==> config.mk <==
export PLATFORM = sky130hd
export DESIGN_NAME = memory_game_ctrl
export DESIGN_NICKNAME = d
export VERILOG_FILES = /design/src/rtl/memory_game_ctrl.sv
export SDC_FILE = /design/constraint.sdc
export NUM_CORES = 1
export LEC_CHECK = 0
export ABC_AREA = 0
export BUFFER_PORTS_ARGS = -buffer_cell sky130_fd_sc_hd__buf_2
export CAP_MARGIN = 20
export CORE_ASPECT_RATIO = 0.9
export CORE_MARGIN = 8
export CORE_UTILIZATION = 62
export DETAILED_ROUTE_END_ITERATION = 10
export GPL_TIMING_DRIVEN = 0
export MAX_ROUTING_LAYER = met4
export PLACE_DENSITY = 0.95
export SLEW_MARGIN = 20
export SYNTH_ARGS = -nofsm -noshare
export SYNTH_HDL_FRONTEND = slang
export SYNTH_SLANG_ARGS = --single-unit
==> constraint.sdc <==
create_clock -name clock -period 11.17 [get_ports clock]
set_input_delay 0 -clock clock [delete_from_list [all_inputs] [get_ports clock]]
set_output_delay 0 -clock clock [all_outputs]
set_load 0.005 [all_outputs]
==> src/rtl/memory_game_ctrl.sv <==
// memory_game_ctrl: cursor, card-pick and match bookkeeping for the 6x6 memory game.
// Optional feature: define CURSOR_WRAP_EN to make edge moves wrap instead of saturate.
module memory_game_ctrl #(
    parameter int unsigned SHOW_CYCLES = 25000000
) (
    input  logic        clock,
    input  logic        reset,
    input  logic        btnUp,
    input  logic        btnDown,
    input  logic        btnLeft,
    input  logic        btnRight,
    input  logic        btnSelect,
    output logic [5:0]  faceAddr,
    input  logic [4:0]  faceData,
    output logic [5:0]  mem6x6,
    output logic [5:0]  card1,
    output logic [5:0]  card2,
    output logic [5:0]  selectedCard,
    output logic [35:0] matched,
    output logic [4:0]  pairsFound,
    output logic        gameOver
);

    localparam int unsigned CNT_W = $clog2(SHOW_CYCLES + 1);
    localparam logic [5:0]  NONE  = 6'h3F;

`ifdef CURSOR_WRAP_EN
    localparam bit WRAP_EN = 1'b1;
`else
    localparam bit WRAP_EN = 1'b0;
`endif

    typedef enum logic [1:0] {PICK1, PICK2, SHOW, DONE} state_t;

    state_t             state, state_d;
    logic [5:0]         mem_d, card1_d, card2_d, sel_d;
    logic [35:0]        matched_d;
    logic [4:0]         pairs_d;
    logic               over_d;
    logic [4:0]         face1, face1_d;
    logic               is_match, is_match_d;
    logic [CNT_W-1:0]   cnt, cnt_d;
    logic [2:0]         col;
    logic [5:0]         cur_moved;

    // Face ROM is addressed directly by the cursor.
    assign faceAddr = mem6x6;

    // Cursor after the highest-priority move button (select is handled by the FSM).
    always_comb begin
        col       = 3'(mem6x6 % 6'd6);
        cur_moved = mem6x6;
        if (btnUp) begin
            if (mem6x6 >= 6'd6)  cur_moved = mem6x6 - 6'd6;
            else if (WRAP_EN)    cur_moved = mem6x6 + 6'd30;
        end else if (btnDown) begin
            if (mem6x6 < 6'd30)  cur_moved = mem6x6 + 6'd6;
            else if (WRAP_EN)    cur_moved = mem6x6 - 6'd30;
        end else if (btnLeft) begin
            if (col != 3'd0)     cur_moved = mem6x6 - 6'd1;
            else if (WRAP_EN)    cur_moved = mem6x6 + 6'd5;
        end else if (btnRight) begin
            if (col != 3'd5)     cur_moved = mem6x6 + 6'd1;
            else if (WRAP_EN)    cur_moved = mem6x6 - 6'd5;
        end
    end

    // Next-state and next-output logic.
    always_comb begin
        state_d    = state;
        mem_d      = mem6x6;
        card1_d    = card1;
        card2_d    = card2;
        sel_d      = selectedCard;
        matched_d  = matched;
        pairs_d    = pairsFound;
        over_d     = gameOver;
        face1_d    = face1;
        is_match_d = is_match;
        cnt_d      = cnt;
        case (state)
            PICK1: begin
                if (btnSelect) begin
                    if (!matched[mem6x6]) begin
                        card1_d = mem6x6;
                        sel_d   = mem6x6;
                        face1_d = faceData;
                        state_d = PICK2;
                    end
                end else begin
                    mem_d = cur_moved;
                end
            end
            PICK2: begin
                if (btnSelect) begin
                    if (!matched[mem6x6] && (mem6x6 != card1)) begin
                        card2_d    = mem6x6;
                        sel_d      = mem6x6;
                        is_match_d = (faceData == face1);
                        cnt_d      = CNT_W'(SHOW_CYCLES);
                        state_d    = SHOW;
                    end
                end else begin
                    mem_d = cur_moved;
                end
            end
            SHOW: begin
                if (cnt == CNT_W'(1)) begin
                    cnt_d   = '0;
                    card1_d = NONE;
                    card2_d = NONE;
                    sel_d   = NONE;
                    if (is_match) begin
                        matched_d = matched | (36'(1) << card1) | (36'(1) << card2);
                        pairs_d   = pairsFound + 5'd1;
                    end
                    if (is_match && (pairsFound == 5'd17)) begin
                        state_d = DONE;
                        over_d  = 1'b1;
                    end else begin
                        state_d = PICK1;
                    end
                end else begin
                    cnt_d = cnt - CNT_W'(1);
                end
            end
            DONE: begin
                over_d = 1'b1;
            end
            default: state_d = PICK1;
        endcase
    end

    // State and output registers with synchronous reset.
    always_ff @(posedge clock) begin
        if (reset) begin
            state        <= PICK1;
            mem6x6       <= 6'd0;
            card1        <= NONE;
            card2        <= NONE;
            selectedCard <= NONE;
            matched      <= '0;
            pairsFound   <= 5'd0;
            gameOver     <= 1'b0;
            face1        <= 5'd0;
            is_match     <= 1'b0;
            cnt          <= '0;
        end else begin
            state        <= state_d;
            mem6x6       <= mem_d;
            card1        <= card1_d;
            card2        <= card2_d;
            selectedCard <= sel_d;
            matched      <= matched_d;
            pairsFound   <= pairs_d;
            gameOver     <= over_d;
            face1        <= face1_d;
            is_match     <= is_match_d;
            cnt          <= cnt_d;
        end
    end

endmodule

# After elaboration in Yosys (flattened, before gate mapping)

Index checks and enable logic that the tools add are counted.

Bits in registers: 99
Output and inout port bits: 72
Logic and storage cells: 97

$add $sub $neg: 6
Divide/modulo/power cells: 1
$lt $le $gt $ge: 3
Eq/ne operators: 17
Shift operators: 2
Mux-type cells: 32
Bitwise operators: 4
Reduce and logical (&&, ||, !) cells: 21

Operators by type and width:

| kind                                                       | count |
|---|---|
| 2-to-1 mux 6 bit                                           | 13 |
| 2-to-1 mux 25 bit                                          | 3 |
| OR 36 bit                                                  | 2 |
| << shifter 1 x 6 -> 36 bit, first input constant           | 2 |
| one-hot mux 25 bit (2 select lines)                        | 1 |
| equality test 25 x 1 -> 1 bit, second input constant       | 1 |
| subtractor 25 x 1 -> 25 bit, second input constant         | 1 |
| one-hot mux 6 bit (2 select lines)                         | 2 |
| one-hot mux 6 bit (3 select lines)                         | 1 |
| AND reduction 3 bit                                        | 5 |
| 2-to-1 mux 2 bit                                           | 6 |
| inequality test 2 bit, second input constant               | 6 |
| AND reduction 4 bit                                        | 2 |
| nonzero test 4 bit                                         | 2 |
| less-than comparator 6 x 7 -> 1 bit, second input constant | 1 |
| AND reduction 7 bit                                        | 1 |
| adder 6 x 1 -> 6 bit, second input constant                | 1 |
| adder 6 x 3 -> 6 bit, second input constant                | 1 |
| binary-select mux 1 bit (select 6 bit)                     | 1 |
| >= comparator 6 x 3 -> 1 bit, second input constant        | 1 |
| less-than comparator 6 x 5 -> 1 bit, second input constant | 1 |
| remainder unit 6 x 3 -> 6 bit, second input constant       | 1 |
| inequality test 6 bit                                      | 1 |
| one-hot mux 2 bit (3 select lines)                         | 1 |
| other kinds (21)                                           | 29 |

# Longest topological paths before layout

Depth in word-level cells: 7
Mapped depth: 12

# Worst setup path before layout

Ideal clock, no wire load.

Path type: reg-to-reg
Start point: register mem6x6[1] (netlist: faceAddr[1])
End point: register mem6x6[5] (netlist: faceAddr[5])
Library setup time: 0.121 ns
Data arrival time: 3.602 ns
Slack: 7.447 ns
Cell stages (with the launch flop): 13
Buffers on the path: 2
Cells stage by stage: dfxtp_1 > buf_1 > clkbuf_1 > inv_1 > ha_1 > nor2b_1 > o21ai_0 > a222oi_1 > a211o_1 > o21ai_1 > a311o_1 > nor4_1 > mux2_2

Longest elaborated chain between the ends: 6
Elaborated cells on any way between the ends: 22
Those cells by class: add/sub: 4; div: 1; order compare: 2; eq/ne: 4; mux: 8; reduce/logical: 3

Ends and longest elaborated chain:

| element                                                                               | RTL line | text |
|---|---|---|
| start, declared                                                                       | 15       | `output logic [5:0] mem6x6,` |
| start signal, assigned                                                                | 150      | `mem6x6 <= mem_d;` |
| parallel branches: the longest is 6 deep, another holds remainder unit 6 x 3 -> 6 bit | --       |  |

Several ways; the timed one is not identified. The select of a mux whose other input is x is not followed.
A chain may end at the register's enable or synchronous reset.

# Worst setup path in the final report

Start point: register mem6x6[1] (netlist: faceAddr[1])
End point: register mem6x6[2] (netlist: faceAddr[2])

The elaborated chain is that of the path after synthesis.

==> metrics.yaml <==
numClockSinks: 99
worst_slew_pin_slew_ns: 1.08
fmax_mhz: 207
vdd_drop_max_mv: 0.166
powerDensity_nw_per_um2: 209
remaining_drc_errors: 0
worst_setup_path_start_kind: "flop"
num_antenna_cells: 0
relSlewSlack: 0.273
start_util: 0.636
drt-total-wl_mm: 18.5
ios: 84
synth.distinct_cells: 74
numCtsBuffers: 9
drtAntennaViolNets: 0
setup_ws_ns: 6.33
switching_share: 0.443
wl_per_cell_um: 19.5
slowest_delay_ns: 0.64
period_needed_ns: 4.84
run_status: "finished, final reports clean"
setup_tns_ns: 0
dr_total_vias: 6127
crit_fanout: 10
clock_skew_ns: 0.0169
grt_pass1_wl_mm: 29.3
grt_max_degree: 20
crit_type: "reg2reg"
rows: 33
io_buffer_count: 82
path_cells: "buf_1, clkbuf_1, inv_1, ha_1, nor2b_1, o21ai_0, a222oi_1, a211o_1, o21ai_1, a311oi_1, nand3_1, mux2_2"
arrival_ns: 5.11
die_x_um: 118
cp-end-kind: "flop"
synth_seq_cells: 99
seq_power_share: 0.345
syn_area_um2: 5800
r2r-start: "faceAddr[1]$_SDFFE_PP0P_"
nets: 849
die_y_um: 108
cts_max_path_buffers: 2
track_usage: 0.289
viasPerCell: 6.47
min_to: "cnt[4]$_SDFFE_PP0P_"
fin_util: 0.726
reg2reg_to: "faceAddr[2]$_SDFFE_PP0P_"
cts_tree: "built"
die-area_um2: 12700
netlist_instances: 722
h-tree-depth: 3
cts_resized: 0
ys_warn_count: 0
rrSetupSlack_ns: 6.33
switchingPower_uw: 613
antenna_found_initial: 0
setup_viol: 0
clock_latency_ns: 0.38
syn_to_final_growth_pct: 14.2
final_hold_viol_count: 0
dpl.hpwl_mm: 13.9
grt_pass1_vias: 5772
cap_violations: 0
clkPwrFrac: 0.173
cts_root_buf: "clkbuf_8"
pre_cts_slack_ns: 6.54
drive_gt1_frac: 0.171
core_um2: 9130
slew_viol_final: 0
synth_flop_cell: "dfxtp_1"
r2r.worst_path.cells: 12
syn_nets: 751
fin_crit_sh: 0.433
p_int_uw: 770
gp_congestion: 0.991
cp.depth: 12
synth-async-reset-ratio: 0
hold_class: "in2reg"
finalPower_mw: 1.38
worstPathRequired_ns: 11.44
dr.pass1.iters: 5
syn_area_per_cell_um2: 8.04
ys_seq_area_frac: 0.341
crit_path_top_delay_cell: "buf_1"
min_delay_path_depth: 3
critPathTopFamily: "compound AO/OA/AOI/OAI gates"
crit_buf_inv: 3
synth_edf_count: 0
p_leak_nw: 2.71
p_comb_frac: 0.483
hold_start: "reset"
clk_pin_slew_ns: 0.10
rsz0062_at_grt: "no"
grt_overflow_total: 0
drt_iter0_drc: 663
worst max-delay path by stage:
stage / startpoint / end
2_1_floorplan: faceAddr[1]$_SDFFE_PP0P_ / faceAddr[5]$_SDFFE_PP0P_
3_3_place_gp: faceAddr[1]$_SDFFE_PP0P_ / faceAddr[5]$_SDFFE_PP0P_
6_report: faceAddr[1]$_SDFFE_PP0P_ / faceAddr[2]$_SDFFE_PP0P_
3_5_place_dp: faceAddr[1]$_SDFFE_PP0P_ / faceAddr[4]$_SDFFE_PP0P_
4_1_cts: faceAddr[1]$_SDFFE_PP0P_ / faceAddr[4]$_SDFFE_PP0P_
5_1_grt: faceAddr[1]$_SDFFE_PP0P_ / faceAddr[2]$_SDFFE_PP0P_
metal layers:
layer	wire (µm)	up-vias	global-route usage
li1	-	2812	-
met1	7770	2877	0.362
met2	8440	391	0.448
met3	1860	47	0.0697
met4	420	0	0.104
met5	0	-	-
cells by family after synthesis:
family / synth area share
and+or+nand+nor: 0.221
AOI/OAI and AO/OA: 0.231
DFF: 0.341
buffers and inverters: 0.0588
muxes: 0.0757
xor gates and xnor gates: 0.0332
adders and majority gates: 0.0397
power groups by stage:
stage                     Sequential, mW  Combinational, mW  Clock [mW]
after floorplan                    0.460              0.481           0
after global placement             0.476              0.624           0
after detailed placement           0.480              0.646           0
after CTS                          0.472              0.652       0.239
after global routing               0.480              0.727       0.255
final                              0.477              0.667       0.239
tightest hold or removal path: cells and delay by family:
kind                   cells  cell delay, ns
AOI/OAI and AO/OA          1            0.20
buffers and inverters      1            0.15
and+or+nand+nor            1            0.07
area by class of cell:
cell class / count / area (µm²)
clock buffers: 10 / 138
plain buffers: 56 / 255
inverters: 23 / 86.3
multi-input cells: 544 / 3490
clock inverters: 6 / 67.6
flip-flops and latches: 99 / 1980
well taps: 122 / 153
fillers: 733 / 2500
repair buffers: 87 / 460
sequential cells by signal, indices dropped and copies added (netlist names):
signal	count
matched	36
cnt	25
card1	6
card2	6
faceAddr	6
selectedCard	6
face1	5
pairsFound	5
state	2
gameOver	1
is_match	1
per-stage QoR:
step | hold WS, ns | std cells | cell area (µm²)
2_1_floorplan | 0.147 | 722 | 5800
3_5_place_dp | 0.285 | 926 | 6370
4_1_cts | 0.0621 | 947 | 6620
5_1_grt | 0.0902 | 947 | 6630
3_3_place_gp | 0.262 | 926 | 6370
6_report | 0.0881 | 947 | 6630
what timing repair did:
action                                  CTS  global route
endpoints found under the hold margin     6             0
endpoints found under the setup margin    0             0
buffers inserted                          0             0
hold buffers                              5             0
cells in the final DEF (no fill, tap or decap), drive strengths merged, types with 6 or more instances in the layout:
master | synthesis | layout
o22a | 6 | 6
nor2 | 107 | 107
o31ai | 7 | 7
a21o | 6 | 6
mux4 | 9 | 9
or3 | 7 | 7
or2 | 6 | 6
o21ai | 35 | 35
nor2b | 16 | 16
nand2 | 54 | 54
nor3 | 20 | 20
xor2 | 8 | 8
o22ai | 33 | 33
nand4 | 7 | 7
xnor2 | 14 | 14
mux2i | 18 | 18
nand3 | 15 | 15
ha | 16 | 16
inv | 22 | 25
clkbuf | 37 | 47
buf | 19 | 101
dfxtp | 99 | 99
nand2b | 9 | 9
a22oi | 19 | 19
nor4 | 7 | 7
a21oi | 55 | 55
synth_stat cells, drive strengths merged, types with 4 or more instances:
master	n	share of area
a21o	6	0.0078
a21oi	55	0.047
a22oi	19	0.025
a32oi	4	0.0060
and2	4	0.0043
buf	19	0.020
clkbuf	37	0.024
dfxtp	99	0.34
ha	16	0.034
inv	22	0.014
mux2	5	0.0097
mux2i	18	0.031
mux4	9	0.035
nand2	54	0.036
nand2b	9	0.0097
nand3	15	0.013
nand4	7	0.0075
nor2	107	0.069
nor2b	16	0.017
nor3	20	0.018
nor4	7	0.0075
o21ai	35	0.030
o22a	6	0.0091
o22ai	33	0.036
o31ai	7	0.0091
or2	6	0.0065
or3	7	0.0084
or4	5	0.0071
xnor2	14	0.021
xor2	8	0.012
No activity file was read; power rests on OpenSTA's default activity.
